--- src/rtl/apb_reg_pkg.sv ---
// Shared types and address decode for the APB register file.
// The decode takes the base and register count as arguments so one function serves every instance.
package apb_reg_pkg;

  localparam int APB_DATA_W = 32;
  localparam int APB_STRB_W = 4;

  typedef enum logic [1:0] {
    IDLE   = 2'd0,
    SETUP  = 2'd1,
    ACCESS = 2'd2
  } apb_state_e;

  // Returns 1 when addr hits a word-aligned register slot; idx is the register number.
  function automatic logic reg_decode(input  logic [31:0] addr,
                                      input  logic [31:0] base,
                                      input  int          num_regs,
                                      output logic [5:0]  idx);
    logic [31:0] off;
    off = addr - base;
    idx = 6'(off >> 2);
    return (addr >= base) && (off < 32'(4 * num_regs)) && (addr[1:0] == 2'b00);
  endfunction

endpackage

--- src/rtl/apb_reg_slice.sv ---
// One 32-bit read/write register with byte-strobe write enable.
// Reset loads RESET_VAL; a write updates only the strobed bytes.
module apb_reg_slice
  import apb_reg_pkg::*;
#(
  parameter logic [APB_DATA_W-1:0] RESET_VAL = '0
) (
  input  logic                  pclk,
  input  logic                  preset_n,
  input  logic                  we,
  input  logic [APB_STRB_W-1:0] strb,
  input  logic [APB_DATA_W-1:0] wdata,
  output logic [APB_DATA_W-1:0] q
);

  always_ff @(posedge pclk) begin
    if (!preset_n) begin
      q <= RESET_VAL;
    end else if (we) begin
      for (int k = 0; k < APB_STRB_W; k++) begin
        if (strb[k]) q[8*k +: 8] <= wdata[8*k +: 8];
      end
    end
  end

endmodule

--- src/rtl/apb_reg_file.sv ---
// APB slave exposing NUM_REGS 32-bit registers, some read-only from ro_d.
// Supports programmable wait states, byte strobes and error responses.
module apb_reg_file
  import apb_reg_pkg::*;
#(
  parameter int                    ADDR_WIDTH  = 10,
  parameter logic [ADDR_WIDTH-1:0] BASE_ADDR   = '0,
  parameter int                    NUM_REGS    = 8,
  parameter logic [NUM_REGS-1:0]   RO_MASK     = 8'h80,
  parameter int                    WAIT_STATES = 0,
  parameter logic [31:0]           RESET_VAL   = 32'h0
) (
  input  logic                           pclk,
  input  logic                           preset_n,
  input  logic [ADDR_WIDTH-1:0]          paddr,
  input  logic                           psel,
  input  logic                           penable,
  input  logic                           pwrite,
  input  logic [APB_DATA_W-1:0]          pwdata,
  input  logic [APB_STRB_W-1:0]          pstrb,
  output logic                           pready,
  output logic [APB_DATA_W-1:0]          prdata,
  output logic                           pslverr,
  output logic [NUM_REGS*APB_DATA_W-1:0] reg_q,
  output logic [NUM_REGS-1:0]            reg_wr_pulse,
  input  logic [NUM_REGS*APB_DATA_W-1:0] ro_d
);

  apb_state_e              state_q;
  apb_state_e              phase;
  logic [2:0]              wcnt_q;
  logic [ADDR_WIDTH-1:0]   addr_p0;
  logic                    write_p0;
  logic [APB_DATA_W-1:0]   wdata_p0;
  logic [APB_STRB_W-1:0]   strb_p0;
  logic [5:0]              idx;
  logic                    dec_ok;
  logic                    ro_hit;
  logic                    xfer_err;
  logic                    done;
  logic                    commit;
  logic [APB_DATA_W-1:0]   rd_word;
  logic [APB_DATA_W-1:0]   word_q [NUM_REGS];
  logic [NUM_REGS-1:0]     wr_pulse_p1;

  // The setup phase is recognised from the bus itself so a transfer needs only setup plus access.
  always_comb begin
    phase = state_q;
    if (state_q != ACCESS) phase = (psel && !penable) ? SETUP : IDLE;
  end

  always_comb begin
    dec_ok  = reg_decode(32'(addr_p0), 32'(BASE_ADDR), NUM_REGS, idx);
    ro_hit  = 1'b0;
    rd_word = '0;
    for (int i = 0; i < NUM_REGS; i++) begin
      if (idx == 6'(i)) begin
        ro_hit  = RO_MASK[i];
        rd_word = word_q[i];
      end
    end
  end

  assign done     = preset_n && (phase == ACCESS) && psel && penable && (wcnt_q == 3'd0);
  assign xfer_err = !dec_ok || (write_p0 && ro_hit);
  assign commit   = done && write_p0 && !xfer_err;

  assign pready  = done;
  assign pslverr = done && xfer_err;
  assign prdata  = (done && !write_p0 && !xfer_err) ? rd_word : '0;

  always_ff @(posedge pclk) begin
    if (!preset_n) begin
      state_q <= IDLE;
      wcnt_q  <= '0;
    end else begin
      case (phase)
        SETUP: begin
          state_q <= ACCESS;
          wcnt_q  <= 3'(WAIT_STATES);
        end
        ACCESS: begin
          if (!psel || done) begin
            state_q <= IDLE;
            wcnt_q  <= '0;
          end else if (wcnt_q != 3'd0) begin
            wcnt_q <= wcnt_q - 3'd1;
          end
        end
        default: state_q <= IDLE;
      endcase
    end
  end

  // Setup-phase capture: the access phase works only from these copies.
  always_ff @(posedge pclk) begin
    if (phase == SETUP) begin
      addr_p0  <= paddr;
      write_p0 <= pwrite;
      wdata_p0 <= pwdata;
      strb_p0  <= pstrb;
    end
  end

  // Write pulse stage: asserted the cycle after the committing edge.
  always_ff @(posedge pclk) begin
    if (!preset_n) begin
      wr_pulse_p1 <= '0;
    end else begin
      for (int i = 0; i < NUM_REGS; i++) wr_pulse_p1[i] <= commit && (idx == 6'(i));
    end
  end

  assign reg_wr_pulse = wr_pulse_p1;

  for (genvar i = 0; i < NUM_REGS; i++) begin : g_reg
    if (!RO_MASK[i]) begin : g_rw
      apb_reg_slice #(
        .RESET_VAL(RESET_VAL)
      ) u_slice (
        .pclk    (pclk),
        .preset_n(preset_n),
        .we      (commit && (idx == 6'(i))),
        .strb    (strb_p0),
        .wdata   (wdata_p0),
        .q       (word_q[i])
      );
    end else begin : g_ro
      assign word_q[i] = ro_d[32*i +: 32];
    end
    assign reg_q[32*i +: 32] = word_q[i];
  end

endmodule

--- config.mk ---
export PLATFORM = sky130hd
export DESIGN_NAME = apb_reg_file
export DESIGN_NICKNAME = d
export VERILOG_FILES = /design/src/rtl/apb_reg_pkg.sv /design/src/rtl/apb_reg_slice.sv /design/src/rtl/apb_reg_file.sv
export SDC_FILE = /design/constraint.sdc
export NUM_CORES = 1
export LEC_CHECK = 0
export BUFFER_PORTS_ARGS = -buffer_cell sky130_fd_sc_hd__buf_4
export CAP_MARGIN = 20
export CORE_AREA = 10 10 230 232
export DETAILED_ROUTE_END_ITERATION = 8
export DIE_AREA = 0 0 240 242
export HOLD_SLACK_MARGIN = 0.03
export SYNTH_ARGS = -nofsm -noshare
export SYNTH_HDL_FRONTEND = slang
export SYNTH_SLANG_ARGS = --single-unit
--- constraint.sdc ---
create_clock -name pclk -period 8.9 [get_ports pclk]
set_input_delay 1.78 -clock pclk [delete_from_list [all_inputs] [get_ports pclk]]
set_output_delay 1.78 -clock pclk [all_outputs]
set_load 0.03 [all_outputs]
After elaboration in Yosys (flattened, before gate mapping)
Index checks and enable logic that the tools add are counted.
- word-level logic and storage cells: 127
- flip-flop bits (word level): 284
- output and inout port bits: 298
- equality and inequality tests: 12
- magnitude comparators: 1
- reduce and logical (&&, ||, !) cells: 61
- add/subtract/negate cells: 1
- multiplexer cells: 17
- operator list (kind ; count):
    two-way mux 32 bit ; 9
    AND reduction 2 bit ; 29
    == test 6 x 3 -> 1 bit, second input constant ; 4
    logical AND 1 bit ; 20
    == test 6 x 2 -> 1 bit, second input constant ; 2
    less-than comparator 10 x 6 -> 1 bit, second input constant ; 1
    == test 6 x 1 -> 1 bit, second input constant ; 1
    logical NOT 6 bit ; 1
    two-way mux 3 bit ; 2
    one-hot mux 3 bit (2 select lines) ; 1
    logical NOT 1 bit ; 5
    two-way mux 2 bit ; 2
    one-hot mux 2 bit (2 select lines) ; 1
    logical NOT 3 bit ; 1
    != test 3 x 1 -> 1 bit, second input constant ; 1
    nonzero test 3 bit ; 1
    subtractor 3 x 1 -> 3 bit, second input constant ; 1
    == test 2 x 1 -> 1 bit, second input constant ; 1
    == test 2 bit, second input constant ; 1
    logical NOT 2 bit ; 1
    logical OR 1 bit ; 2
    two-way mux 1 bit ; 2
    != test 2 x 1 -> 1 bit, second input constant ; 1
    != test 2 bit, second input constant ; 1
    nonzero test 2 bit ; 1

Longest topological paths before layout
- depth after elaboration: 13
- gate-level depth with buffers: 11

Hierarchy
From an unflattened synthesis, not the netlist that was laid out.
- cell total of the unflattened synthesis: 1561
- area total of the unflattened synthesis: 14610.3 um^2
- by module, submodules not included (module ; seq. area each (um^2) ; area each (um^2) ; cells an instance ; instances):
    apb_reg_slice ; 640.6 ; 1426.4 ; 151 ; 7
    apb_reg_file ; 1651.6 ; 4625.7 ; 504 ; 1

Worst setup path after synthesis
No wires, ideal clock.
- path type: input to register
- from: input port penable
- to: register wcnt_q[0]
- buffers on the path: 0
- setup slack: 2923 ps
- library setup time: 119 ps
- stages on the path: 4
- arrival: 5857 ps
- path through: nor3b_1 -> a21oi_1 -> a21oi_1 -> nor2b_1
- word-level cells in the longest chain between the ends: 12
- elaborated cells on any way between the ends: 16
- RTL lines (element ; line ; source):
    from (decl) ; apb_reg_file.sv:17 ; input logic penable,
    logical NOT 1 bit ; apb_reg_file.sv:49 ; if (state_q != ACCESS) phase = (psel && !penable) ? SETUP : IDLE;
    logical AND 1 bit ; apb_reg_file.sv:49 ;
    two-way mux 1 bit ; apb_reg_file.sv:49 ;
    two-way mux 2 bit ; apb_reg_file.sv:49 ;
    == test 2 bit ; apb_reg_file.sv:64, apb_reg_file.sv:77 ;
    logical AND 1 bit (4 in a row) ; apb_reg_file.sv:64 ; assign done = preset_n && (phase == ACCESS) && psel && penable && (wcnt_q == 3'd0);
    logical OR 1 bit ; apb_reg_file.sv:83 ; if (!psel || done) begin
    two-way mux 3 bit / != test 3 x 1 -> 1 bit (equally long branches) ; n/a ;
    one-hot mux 3 bit (2 select lines) / AND reduction 2 bit (equally long branches) ; n/a ;
    to (signal assigned) ; apb_reg_file.sv:80 ; wcnt_q <= 3'(WAIT_STATES);
    to (signal assigned) ; apb_reg_file.sv:87 ; wcnt_q <= wcnt_q - 3'd1;
    to (decl) ; apb_reg_file.sv:31 ; logic [2:0] wcnt_q;
Parallel ways exist; a longest one is shown, timed or not.
A chain may end at the register's enable or synchronous reset.

Final worst setup path
- from: input port preset_n
- to: output port prdata[21]
- word-level cells in the longest chain between the ends: 7
- RTL lines (element ; line ; source):
    from (decl) ; apb_reg_file.sv:14 ; input logic preset_n,
    logical AND 1 bit (4 in a row) ; apb_reg_file.sv:64 ;
    logical AND 1 bit (2 in a row) ; apb_reg_file.sv:70 ; assign prdata = (done && !write_p0 && !xfer_err) ? rd_word : '0;
    two-way mux 32 bit ; apb_reg_file.sv:70 ;
    to (decl) ; apb_reg_file.sv:22 ; output logic [APB_DATA_W-1:0] prdata,
Every way passes these cells.

==> reports/qor.csv <==
metric;value;unit
status;completed;
finalCritPeriodShare;69.45;%
start_kind;input port;
vdd_drop_max;0.00009750;V
yosysTopAreaCellShare;39.79;%
critical_path_class;input port to primary output;
fin_nets;1819;
antenna_found_initial;0;
grt.overflow.total;0;
yosysSeqAreaShare;51.67;%
hpwlAfterDp;37.45;mm
n_antenna_cell;0;
cts_hold_buf;0;
synthTopCellsByCount;236 x dfxtp_1, 215 x nand3_1, 136 x o21ai_0;
placed_cell_area;14820;µm²
ctsResizeCount;0;
core.rowCount;81;
place.gp.congestion;0.8521;
rsz0062_at_grt;no;
fin_hold_ws;476.1;ps
slew-limit-headroom;23.63;%
post-cts-setup-buffers;0;
synth_cell_types;43;
syn-num-nets;1545;
synthTopCellsByArea;dfxtp_1 40%, edfxtp_1 12%, nand3_1 9.1%, o21ai_0 5.7%, mux2i_1 4.3%;
critPathArrivalTime;4400;ps
stdcell_count;2158;
cts-root-buf;clkbuf_16;
syn_inst;1236;
finalHoldViolCount;0;
clockBufferDepth;3;
cts.clk_slew.worst_paths;60;ps
async_flop_share;0;%
fmax;0.1618;GHz
hold_class;flip-flop to flip-flop;
postRouteAntennaNets;0;
yosys_warnings;0;
syn_area;11880;µm²
drv_slew;0;
vias_per_cell;5.041;
synth_edf_count;47;
yosysMostFrequentCell;dfxtp_1;
numClockSinks;283;
endpoint_kind;primary output;
drtIter0Drc;767;
synth_seq_cells;283;
io_buffers;380;
vias;10880;
htree_levels;2;
drive_above_1_share;34.83;%
worst_pin_slew;1146;ps
core_area;48440;µm²
fin_tns_setup;0;ps
grt_max_degree;78;
routed_wl;52.13;mm
wl_per_cell;24.15;µm
cts_buffers;35;
finClkSkew;16.83;ps
synth.avg_cell_area;9.608;µm²
die_h;242;µm
die_width;240;µm
fin_area;15950;µm²
setup_viol_count_final;0;
cts_tree;yes;
finalCriticalPeriod;6181;ps
synth_top_flop_cell;dfxtp_1;
grt_pass1_vias;10780;
track_usage;17.09;%
clk_latency;540;ps
power_leakage;6.234;nW
post-route-util;32.92;%
die_area;58080;µm²
first_pass_iters;5;
synth_top_cell_by_area;dfxtp_1;
grt_pass1_wl;74.02;mm
powerDensity;179.4;nW/µm²
start_util;24.51;%
crit_fanout;54;
required;7120;ps
pin_count;605;
drc;0;
area_delta_synth_final;34.31;%
place_inst;2094;
maxCapViolCount;0;
[kinds of logic after synthesis]
kind of cell               share of synthesized area (%)
AOI/OAI and AO/OA                                  18.55
buffers and inverters                              7.070
other                                            0.03158
and+or+nand+nor                                    17.03
muxes                                              5.437
DFF                                                51.67
adders and majority gates                         0.2107
[power breakdown]
| part | internal, W | switching [W] |
|---|---|---|
| registers | 0.00131 | 0.00000586 |
| clock network | 0.000832 | 0.000577 |
| logic | 0.0000450 | 0.0000886 |
| total | 0.00219 | 0.000672 |
[critical path, stage by stage]
cell and delay [ps]:
clkbuf_8 330, nand2_1 110, or2_1 240, buf_4 230, or3_2 930, nor3_1 500
buf_4 240
[stage by stage]
step,setup slack [ps],total power [W]
after floorplan,2923,0.001422
after global placement,2737,0.001479
after detailed placement,2757,0.001481
after CTS,2749,0.002888
after global routing,2639,0.002943
final,2719,0.002861
[registers in the layout, summed over array words and instances (netlist names)]
name and cells:
wdata_p0 32, write_p0 1, addr_p0 10, strb_p0 4
state_q 1, wcnt_q 3, g.g_rw.u_slice.q 224, reg_wr_pulse 8
[layout make-up]
cell class | instances | area, µm²
Multi-Input combinational cell | 789 | 4915
Clock inverter | 9 | 53.80
Clock buffer | 54 | 1071
Tap cell | 622 | 778.2
Fill cell | 5020 | 32490
Timing Repair Buffer | 396 | 2977
Inverter | 5 | 18.77
Sequential cell | 283 | 6136
[final timing paths]
check / startpoint / slack (ps) / cells after the start / end
max: preset_n / 2720 / 7 / prdata[21]
min: g_reg[0].g_rw.u_slice.q[31]$_SDFFE_PN0P_ / 480 / 2 / g_reg[0].g_rw.u_slice.q[31]$_SDFFE_PN0P_
max reg2reg: addr_p0[4]$_DFFE_PP_ / 5570 / 5 / g_reg[1].g_rw.u_slice.q[2]$_SDFFE_PN0P_
min reg2reg: g_reg[0].g_rw.u_slice.q[31]$_SDFFE_PN0P_ / 480 / 2 / g_reg[0].g_rw.u_slice.q[31]$_SDFFE_PN0P_
[layout by cell type (no fill, tap or decap), types with 24 or more instances in the layout]
master | synthesis | routed
buf_4 | 34 | 394
clkbuf_16 | 0 | 38
dfxtp_1 | 236 | 236
edfxtp_1 | 47 | 47
mux2i_1 | 51 | 51
nand2_1 | 39 | 37
nand3_1 | 215 | 215
nor2_1 | 40 | 40
nor3_1 | 24 | 24
o21ai_0 | 136 | 136
o21ai_1 | 41 | 41
o21ai_2 | 56 | 56
o22ai_1 | 38 | 38
[metal layers]
metal / wire (µm) / vias up / GRT usage (%)
li1: - / 5087 / -
met1: 20610 / 5233 / 19.68
met2: 25160 / 467 / 29.18
met3: 4935 / 92 / 5.846
met4: 1420 / 0 / 5.286
met5: 0 / - / 0
Power figures use the tool's default switching activity.
